## config.mk

```make
export PLATFORM = sky130hd
export DESIGN_NAME = data_mem_lsu
export DESIGN_NICKNAME = d
export VERILOG_FILES = /design/src/rtl/data_mem_lsu.sv
export SDC_FILE = /design/constraint.sdc
export NUM_CORES = 1
export LEC_CHECK = 0
export BUFFER_PORTS_ARGS = -buffer_cell sky130_fd_sc_hd__buf_2
export CORE_ASPECT_RATIO = 0.9
export CORE_MARGIN = 5
export CORE_UTILIZATION = 43
export CTS_CLUSTER_SIZE = 20
export DETAILED_ROUTE_END_ITERATION = 6
export MAX_ROUTING_LAYER = met4
export PLACE_DENSITY = 0.73
export SLEW_MARGIN = 20
export SYNTH_ARGS = -nofsm -noshare
export SYNTH_HDL_FRONTEND = slang
export SYNTH_SLANG_ARGS = --single-unit
```

## constraint.sdc

```tcl
create_clock -name clk -period 1.95 [get_ports clk]
set_input_delay 0 -clock clk [delete_from_list [all_inputs] [get_ports clk]]
set_output_delay 0 -clock clk [all_outputs]
set_load 0.03 [all_outputs]
```

## src/rtl/data_mem_lsu.sv

```systemverilog
// Load/store unit: RV32I byte/half/word accesses onto a word-wide synchronous RAM with wait states.
// Define LSU_MISALIGN_TRAP_EN to trap misaligned accesses; otherwise misaligned low address bits are cleared.
module data_mem_lsu #(
  parameter int unsigned ADDR_WIDTH  = 10,
  parameter int unsigned WAIT_STATES = 1
) (
  input  logic                  clk,
  input  logic                  reset_n,
  input  logic                  req_valid,
  input  logic                  req_we,
  input  logic [2:0]            req_func3,
  input  logic [31:0]           req_addr,
  input  logic [31:0]           req_wdata,
  output logic                  stall,
  output logic                  rsp_valid,
  output logic [31:0]           rsp_rdata,
  output logic                  rsp_err,
  output logic                  mem_en,
  output logic                  mem_we,
  output logic [3:0]            mem_be,
  output logic [ADDR_WIDTH-1:0] mem_addr,
  output logic [31:0]           mem_wdata,
  input  logic [31:0]           mem_rdata
);

  localparam int unsigned CNT_W = 4;
  localparam logic [CNT_W-1:0] WAIT_LAST = CNT_W'((WAIT_STATES == 0) ? 0 : WAIT_STATES - 1);
`ifdef LSU_MISALIGN_TRAP_EN
  localparam bit TRAP_EN = 1'b1;
`else
  localparam bit TRAP_EN = 1'b0;
`endif

  typedef enum logic [1:0] {S_IDLE, S_ACCESS, S_WAIT, S_DONE} state_t;

  state_t            state, state_next;
  logic [CNT_W-1:0]  wait_cnt;
  logic              q_we, q_unsigned, q_err;
  logic [1:0]        q_size, q_off;
  logic [31:0]       rdata_q;

  logic [1:0]        size, off, eff_off;
  logic              legal, misaligned, err_now;
  logic [3:0]        be_now;
  logic [31:0]       wdata_now, load_data;
  logic              unused_addr;

  assign unused_addr = ^{req_addr[31:ADDR_WIDTH+2]};

  // Request decode: legality, alignment, lane placement of store data.
  always_comb begin
    size       = req_func3[1:0];
    off        = req_addr[1:0];
    legal      = req_we ? (req_func3 inside {3'd0, 3'd1, 3'd2})
                        : (req_func3 inside {3'd0, 3'd1, 3'd2, 3'd4, 3'd5});
    misaligned = ((size == 2'd1) && off[0]) || ((size == 2'd2) && (off != 2'd0));
    err_now    = !legal || (TRAP_EN && misaligned);
    case (size)
      2'd1:    eff_off = {off[1], 1'b0};
      2'd2:    eff_off = 2'd0;
      default: eff_off = off;
    endcase
    be_now    = 4'hF;
    wdata_now = 32'h0;
    if (req_we) begin
      case (size)
        2'd0: begin be_now = 4'b0001 << eff_off; wdata_now = {4{req_wdata[7:0]}};  end
        2'd1: begin be_now = 4'b0011 << eff_off; wdata_now = {2{req_wdata[15:0]}}; end
        default: wdata_now = req_wdata;
      endcase
    end
  end

  // Load lane select and extension; zero for stores and errors.
  always_comb begin
    load_data = 32'h0;
    if (!q_we && !q_err) begin
      case (q_size)
        2'd0: load_data = q_unsigned ? {24'h0, mem_rdata[8*q_off +: 8]}
                                     : {{24{mem_rdata[8*q_off + 7]}}, mem_rdata[8*q_off +: 8]};
        2'd1: load_data = q_unsigned ? {16'h0, mem_rdata[16*q_off[1] +: 16]}
                                     : {{16{mem_rdata[16*q_off[1] + 15]}}, mem_rdata[16*q_off[1] +: 16]};
        default: load_data = mem_rdata;
      endcase
    end
  end

  // Response data is presented straight from the RAM in DONE, then held.
  assign rsp_rdata = (state == S_DONE) ? load_data : rdata_q;
  assign stall     = ((state == S_IDLE) && req_valid) || (state == S_ACCESS) || (state == S_WAIT);

  always_comb begin
    state_next = state;
    case (state)
      S_IDLE:   if (req_valid) state_next = err_now ? S_DONE : S_ACCESS;
      S_ACCESS: state_next = (q_we || (WAIT_STATES == 0)) ? S_DONE : S_WAIT;
      S_WAIT:   if (wait_cnt == WAIT_LAST) state_next = S_DONE;
      S_DONE:   state_next = S_IDLE;
      default:  state_next = S_IDLE;
    endcase
  end

  always_ff @(posedge clk or negedge reset_n) begin
    if (!reset_n) begin
      state      <= S_IDLE;
      wait_cnt   <= '0;
      q_we       <= 1'b0;
      q_unsigned <= 1'b0;
      q_err      <= 1'b0;
      q_size     <= 2'd0;
      q_off      <= 2'd0;
      rdata_q    <= 32'h0;
      rsp_valid  <= 1'b0;
      rsp_err    <= 1'b0;
      mem_en     <= 1'b0;
      mem_we     <= 1'b0;
      mem_be     <= 4'h0;
      mem_addr   <= '0;
      mem_wdata  <= 32'h0;
    end else begin
      state     <= state_next;
      wait_cnt  <= (state == S_WAIT) ? wait_cnt + CNT_W'(1) : '0;
      mem_en    <= (state_next == S_ACCESS);
      rsp_valid <= (state_next == S_DONE);
      if (state_next == S_DONE) rsp_err <= (state == S_IDLE) ? err_now : 1'b0;
      if (state == S_DONE) rdata_q <= load_data;
      if ((state == S_IDLE) && req_valid) begin
        q_we       <= req_we;
        q_unsigned <= req_func3[2];
        q_err      <= err_now;
        q_size     <= size;
        q_off      <= eff_off;
        if (!err_now) begin
          mem_we    <= req_we;
          mem_be    <= be_now;
          mem_addr  <= req_addr[ADDR_WIDTH+1:2];
          mem_wdata <= wdata_now;
        end
      end
    end
  end

endmodule

```

-- After elaboration in Yosys (flattened, before gate mapping)
Index checks and enable logic that the tools add are counted.
- add/sub/neg operators: 3
- multipliers: 0
- div/mod/pow operators: 0
- order comparisons: 2
- equal/unequal tests: 12
- shift operators: 4
- mux-type cells: 22
- bitwise operators: 0
- reductions and logical operators: 15
- operators by type and width (operator ; number):
    $mux 32 ; 5
    $pmux 32 s2 ; 2
    $shiftx 32x6->16 ; 1
    $shiftx 32x6->8 ; 1
    $lt 6x6->1 const B ; 2
    $bmux 1 s5 ; 2
    $eq 2x1->1 const B ; 4
    $eq 2x2->1 const B ; 4
    $mux 4 ; 2
    $pmux 2 s4 ; 1
    $pmux 4 s2 ; 1
    $add 5x3->6 const B ; 1
    $add 5x4->6 const B ; 1
    $eq 3x3->1 const B ; 2
    $logic_not 2->1 ; 3
    $mux 2 ; 3
    $mux 1 ; 5
    $reduce_bool 5->1 ; 1
    $add 4x1->4 const B ; 1
    $logic_not 4->1 ; 1
    $pmux 2 s2 ; 1
    $shl 1x2->4 const A ; 1
    $shl 2x2->4 const A ; 1
    $eq 3x1->1 const B ; 1
    other kinds (7) ; 11
- register bits after elaboration: 95
- bits in latches: 0
- RAM bits: 0
- memory bits (read-only): 0
- bits of input ports: 103
- output and inout bits: 83
- word-level logic and storage cells: 73
- memories: 0

-- Longest topological paths before layout
- depth in word-level cells: 7
- mapped depth: 11
- depth with buffers taken out: 7

-- Worst setup path after synthesis
OpenSTA, ideal clock, no wires.
- path kind: register -> register
- start point: register state[1]
- end point: register rdata_q[10]
- library setup time: 0.207 ns
- arrival: 2.032 ns
- data required time: 1.743 ns
- path slack: -0.289 ns
- cell stages (with the launch flop): 8
- clock period less this slack: 2.239 ns
- path through: dfrtp_1 -> ha_1 -> inv_1 -> clkbuf_1 -> nor3_1 -> clkbuf_1 -> o221ai_1 -> o21ai_0
- word-level cells in the longest chain between the ends: 2
- ends and longest elaborated chain (what ; RTL line ; RTL):
    from (decl) ; 36 ; state_t state, state_next;
    from (signal assigned) ; 121 ; state <= state_next;
    $eq 2x2->1 ; n/a ;
    $mux 32 ; n/a ;
    named net rsp_rdata[10] ; 16 ; output logic [31:0] rsp_rdata,
    to (signal assigned) ; 126 ; if (state == S_DONE) rdata_q <= load_data;
    to (decl) ; 40 ; logic [31:0] rdata_q;
The timed path passes the listed nets, and every way through them passes these cells.
A chain may end at the register's enable or synchronous reset.

-- Final worst setup path
- start point: register q_size[0]
- end point: output rsp_rdata[27]
- word-level cells in the longest chain between the ends: 4
- elaborated cells on any way between the ends: 5
- those cells by class: eq/ne (1); mux (3); reduce/logical (1)
- ends and longest elaborated chain (what ; RTL line ; RTL):
    from (decl) ; 39 ; logic [1:0] q_size, q_off;
    from (signal assigned) ; 131 ; q_size <= size;
    $eq 2x1->1 / $logic_not 2->1 (equally long branches) ; 78 ; case (q_size)
    $pmux 32 s2 * ; 78 ;
    $mux 32 * ; 77 ; if (!q_we && !q_err) begin
    $mux 32 * ; 89 ; assign rsp_rdata = (state == S_DONE) ? load_data : rdata_q;
    to (decl) ; 16 ;
Mark *: on every way between the ends. The rest lies on a longest branch, timed or not.

==> qor.csv <==
stage,metric,value,unit
synthesis,synthesized area,0.00445,mm2
drt,Routed WL,15500,um
synthesis,"flops & latches, synth",95,
place,post-placement setup slack,-0.0221,ns
sta,final period utilization,114,%
floorplan,height of the die,107,um
synthesis,Cells after Synth,451,
worst_setup_path,crit path DAT,2.22,ns
place,gpl congestion,0.866,
sta,RSZ-0062 raised after global routing,true,
pwr,Int Pwr,6.45,mW
sta,Least-Margin Pin Slew,0.636,ns
floorplan,Starting Density,43.6,%
hold_path,min-delay worst type,primary input to flop,
floorplan,Ports,186,
worst_setup_path,Worst path max stage delay,0.41,ns
layout,Final Util,71.1,%
worst_setup_path,CP Max Fanout,16,
drt,average wire per standard cell,18.2,um
global_routing,total gr overflow,0,
synthesis,sequential area share after synthesis,53.4,%
pwr,Clock power frac,15.0,%
drt,Iter 0 DRT Violations,252,
worst_setup_path,CP bufs+invs,2,
drt,drt first pass iters,5,
clock_network,CTS tree,done,
clock_network,root buf cell,clkbuf_16,
floorplan,DIE AREA,0.0125,mm2
sta,Slew Limit Fails,0,
pwr,Psw,5.00,mW
pwr,worst vdd ir,0.00116,V
flow_run,max-cap viol count,0,
pwr,Sw Ratio,43.7,%
drt,Antenna Nets Post-Route,0,
synthesis,Mean Syn Cell Area,9.87,um2
synthesis,Post-synth EDFFs,0,
pwr,Comb pwr share,56.6,%
run_status,failing checks,"hold timing, setup timing",
floorplan,core region area,0.0102,mm2
run_status,status,"finished, violations left",
worst_setup_path,CP Launch Type,flop,
worst_setup_path,Slowest cell on crit path,or3b_1,
global_routing,largest net degree at the start of global routing,49,
sta,clk_skew,0.00783,ns
clock_network,clock slew at reported path FFs,0.06,ns
synthesis,"Net Count, Synth",564,
clock_network,clk buf depth,2,
sta,fmax,451,MHz
drt,drt via density,5.43,
place,Placed Cells,743,
synthesis,Synthesis Warnings,0,
clock_network,worst skew pair latency,0.33,ns
place,detailed placement HPWL,9400,um
layout,Post-Layout Cell Count,850,
synthesis,Synth area leaders,"dfrtp_1, nand2_1, o21ai_0, a221o_1, mux2i_1",
clock_network,CTS buffer count,9,
sta,worst setup margin,-0.268,ns
clock_network,clk sinks,95,
sta,endpoints failing hold,2,
pwr,leak pwr,3.56,nW
place,Port Buffer Count,165,
global_routing,antenna violations before repair,0,
layout,area grow syn2layout,63.0,%
global_routing,first-pass GRT wire length,23500,um
synthesis,Netlist cell types,36,
worst_setup_path,crit-path leading delay family,compound AO/OA/AOI/OAI gates,
layout,Final #Nets,831,
worst_setup_path,critical path required time,1.95,ns
global_routing,Tot GR Track Use,24.4,%
worst_setup_path,crit path capture type,primary output,
synthesis,leading area contributor after synthesis,dfrtp_1,
pwr,Power Density,1580,mW/mm2
worst_setup_path,CP Cell Sequence,"or3b_1, o32a_1, a2111oi_4, buf_12, a221o_2, buf_6",
global_routing,vias in the first global route,4740,
sta,Worst slew margin,57.6,%
sta,hold_ws,-0.00869,ns
floorplan,row cnt,35,
drt,Via Count,4613,
layout,ratio of cells with drive above 1 in the final layout,42.7,%
pwr,Seq pwr share,28.4,%
sta,min Tclk post-route,2.22,ns
sta,Final setup viols,26,
synthesis,Main synth FF type,dfrtp_1,
worst_setup_path,WS Path Type,flop to primary output,
floorplan,chip width,117,um
drt,Post-route DRC,0,
clock_network,H-tree depth,3,
layout,ant diodes,0,
synthesis,Synth async-reset ratio,100,%
synthesis,top post-synthesis cells by count,"dfrtp_1, nand2_1, o21ai_0, nor2_1, inv_1",
synthesis,Synth top area share,53.4,%
synthesis,"count leader, synth",dfrtp_1,
==> cell usage in the layout, fill, tap and decap left out, types with 2 or more instances in the layout <==
master / count
o221ai_4: 2
and3_1: 2
o21ai_0: 38
ha_1: 5
ha_4: 3
or2_2: 2
inv_2: 2
o21ai_2: 16
clkbuf_16: 9
nor3b_1: 7
and2_1: 3
nand2_1: 75
a221o_2: 16
mux2i_1: 11
a22o_1: 17
nor2b_1: 10
o221ai_2: 11
buf_4: 45
clkinvlp_4: 3
ha_2: 2
nor2_2: 2
nor3b_2: 2
buf_2: 131
buf_12: 5
a21oi_1: 16
o21ai_1: 4
inv_1: 23
dfrtp_1: 94
dlygate4sd3_1: 64
nor2_1: 30
o2bb2ai_2: 2
buf_6: 38
mux2i_2: 4
==> power groups by stage <==
stage / clock (mW) / combinational (mW) / sequential (mW)
after floorplan: 0 / 2.54 / 3.98
after global placement: 0 / 4.77 / 3.18
after detailed placement: 0 / 4.88 / 3.20
after CTS: 1.76 / 5.84 / 3.20
after global routing: 1.85 / 6.87 / 3.33
final: 1.72 / 6.48 / 3.25
==> worst register-to-register path: stages (launching register included) <==
cell	delay, ns
dfrtp_1	0.42
buf_6	0.14
buf_6	0.11
inv_4	0.07
ha_2	0.19
a21o_1	0.16
o22ai_1	0.12
o2bb2ai_2	0.17
a311oi_2	0.25
mux2i_1	0.22
==> sequential cells by signal (all words and copies together), names as in the netlist <==
name / cells
q_err: 1
rdata_q: 32
mem_we: 1
wait_cnt: 4
q_off: 2
mem_addr: 10
q_size: 2
mem_be: 4
rsp_err: 1
q_we: 1
rsp_valid: 1
mem_wdata: 32
q_unsigned: 1
mem_en: 1
state: 2
==> kinds of logic (layout without fill, tap and decap cells) <==
kind of cell	Yosys count	after routing	synth area share [%]
AOI/OAI and AO/OA	130	130	20.3
xor gates and xnor gates	2	2	0.393
adders and majority gates	10	10	2.81
buffers and inverters	54	324	5.14
DFF	95	95	53.4
muxes	16	16	3.60
and+or+nand+nor	144	144	14.4
==> stage by stage <==
step / setup TNS (ns) / total power, mW / instance area [um2] / hold WS, ns
floorplan: -0.104 / 6.52 / 4520 / -0.296
global placement: 0 / 7.95 / 5600 / 0.0546
detailed placement: -0.0873 / 8.08 / 5600 / 0.0566
CTS: -3.95 / 10.8 / 6950 / 0.0293
global route: -7.55 / 12.1 / 7260 / 0.00866
finish: -5.27 / 11.4 / 7260 / -0.00869
==> routing by layer <==
layer	part of all wire [%]	global-route usage (%)	vias up
met2	51	40.3	219
li1	-	-	2108
met4	3.0	7.45	0
met1	38	29.8	2245
met3	7.8	5.24	41
met5	0	-	-
==> repair_timing <==
| action | 4_1_cts | 5_1_grt |
|---|---|---|
| pin swaps | 11 | 5 |
| setup buffers | 19 | 9 |
| gates cloned | 1 | 0 |
| hold endpoints to repair | 108 | 2 |
| endpoints found under the setup margin | 42 | 53 |
| hold buffers | 62 | 2 |
| resized for setup | 83 | 56 |
==> path summary, 6_finish.rpt <==
| check | start | to | slack [ns] | cells after the start |
|---|---|---|---|---|
| max in group asynchronous | reset_n | q_off[1] | 1.04 | 3 |
| max reg2reg | state[1] | rsp_err | 0.02 | 9 |
| max | q_size[0] | rsp_rdata[27] | -0.27 | 6 |
| min in group asynchronous | reset_n | mem_wdata[12] | 0.23 | 2 |
| min reg2reg | mem_we | mem_we | 0.47 | 2 |
| min | req_wdata[16] | mem_wdata[16] | -0.009 | 3 |
==> area by class of cell <==
cell class	count	area (um2)
clock buffers	11	243
inverters	27	108
repair buffers	283	2160
well taps	129	161
clock inverters	3	45.0
multi-input cells	302	2160
flip-flops and latches	95	2380
fillers	670	2950
Power figures use the tool's default switching activity.
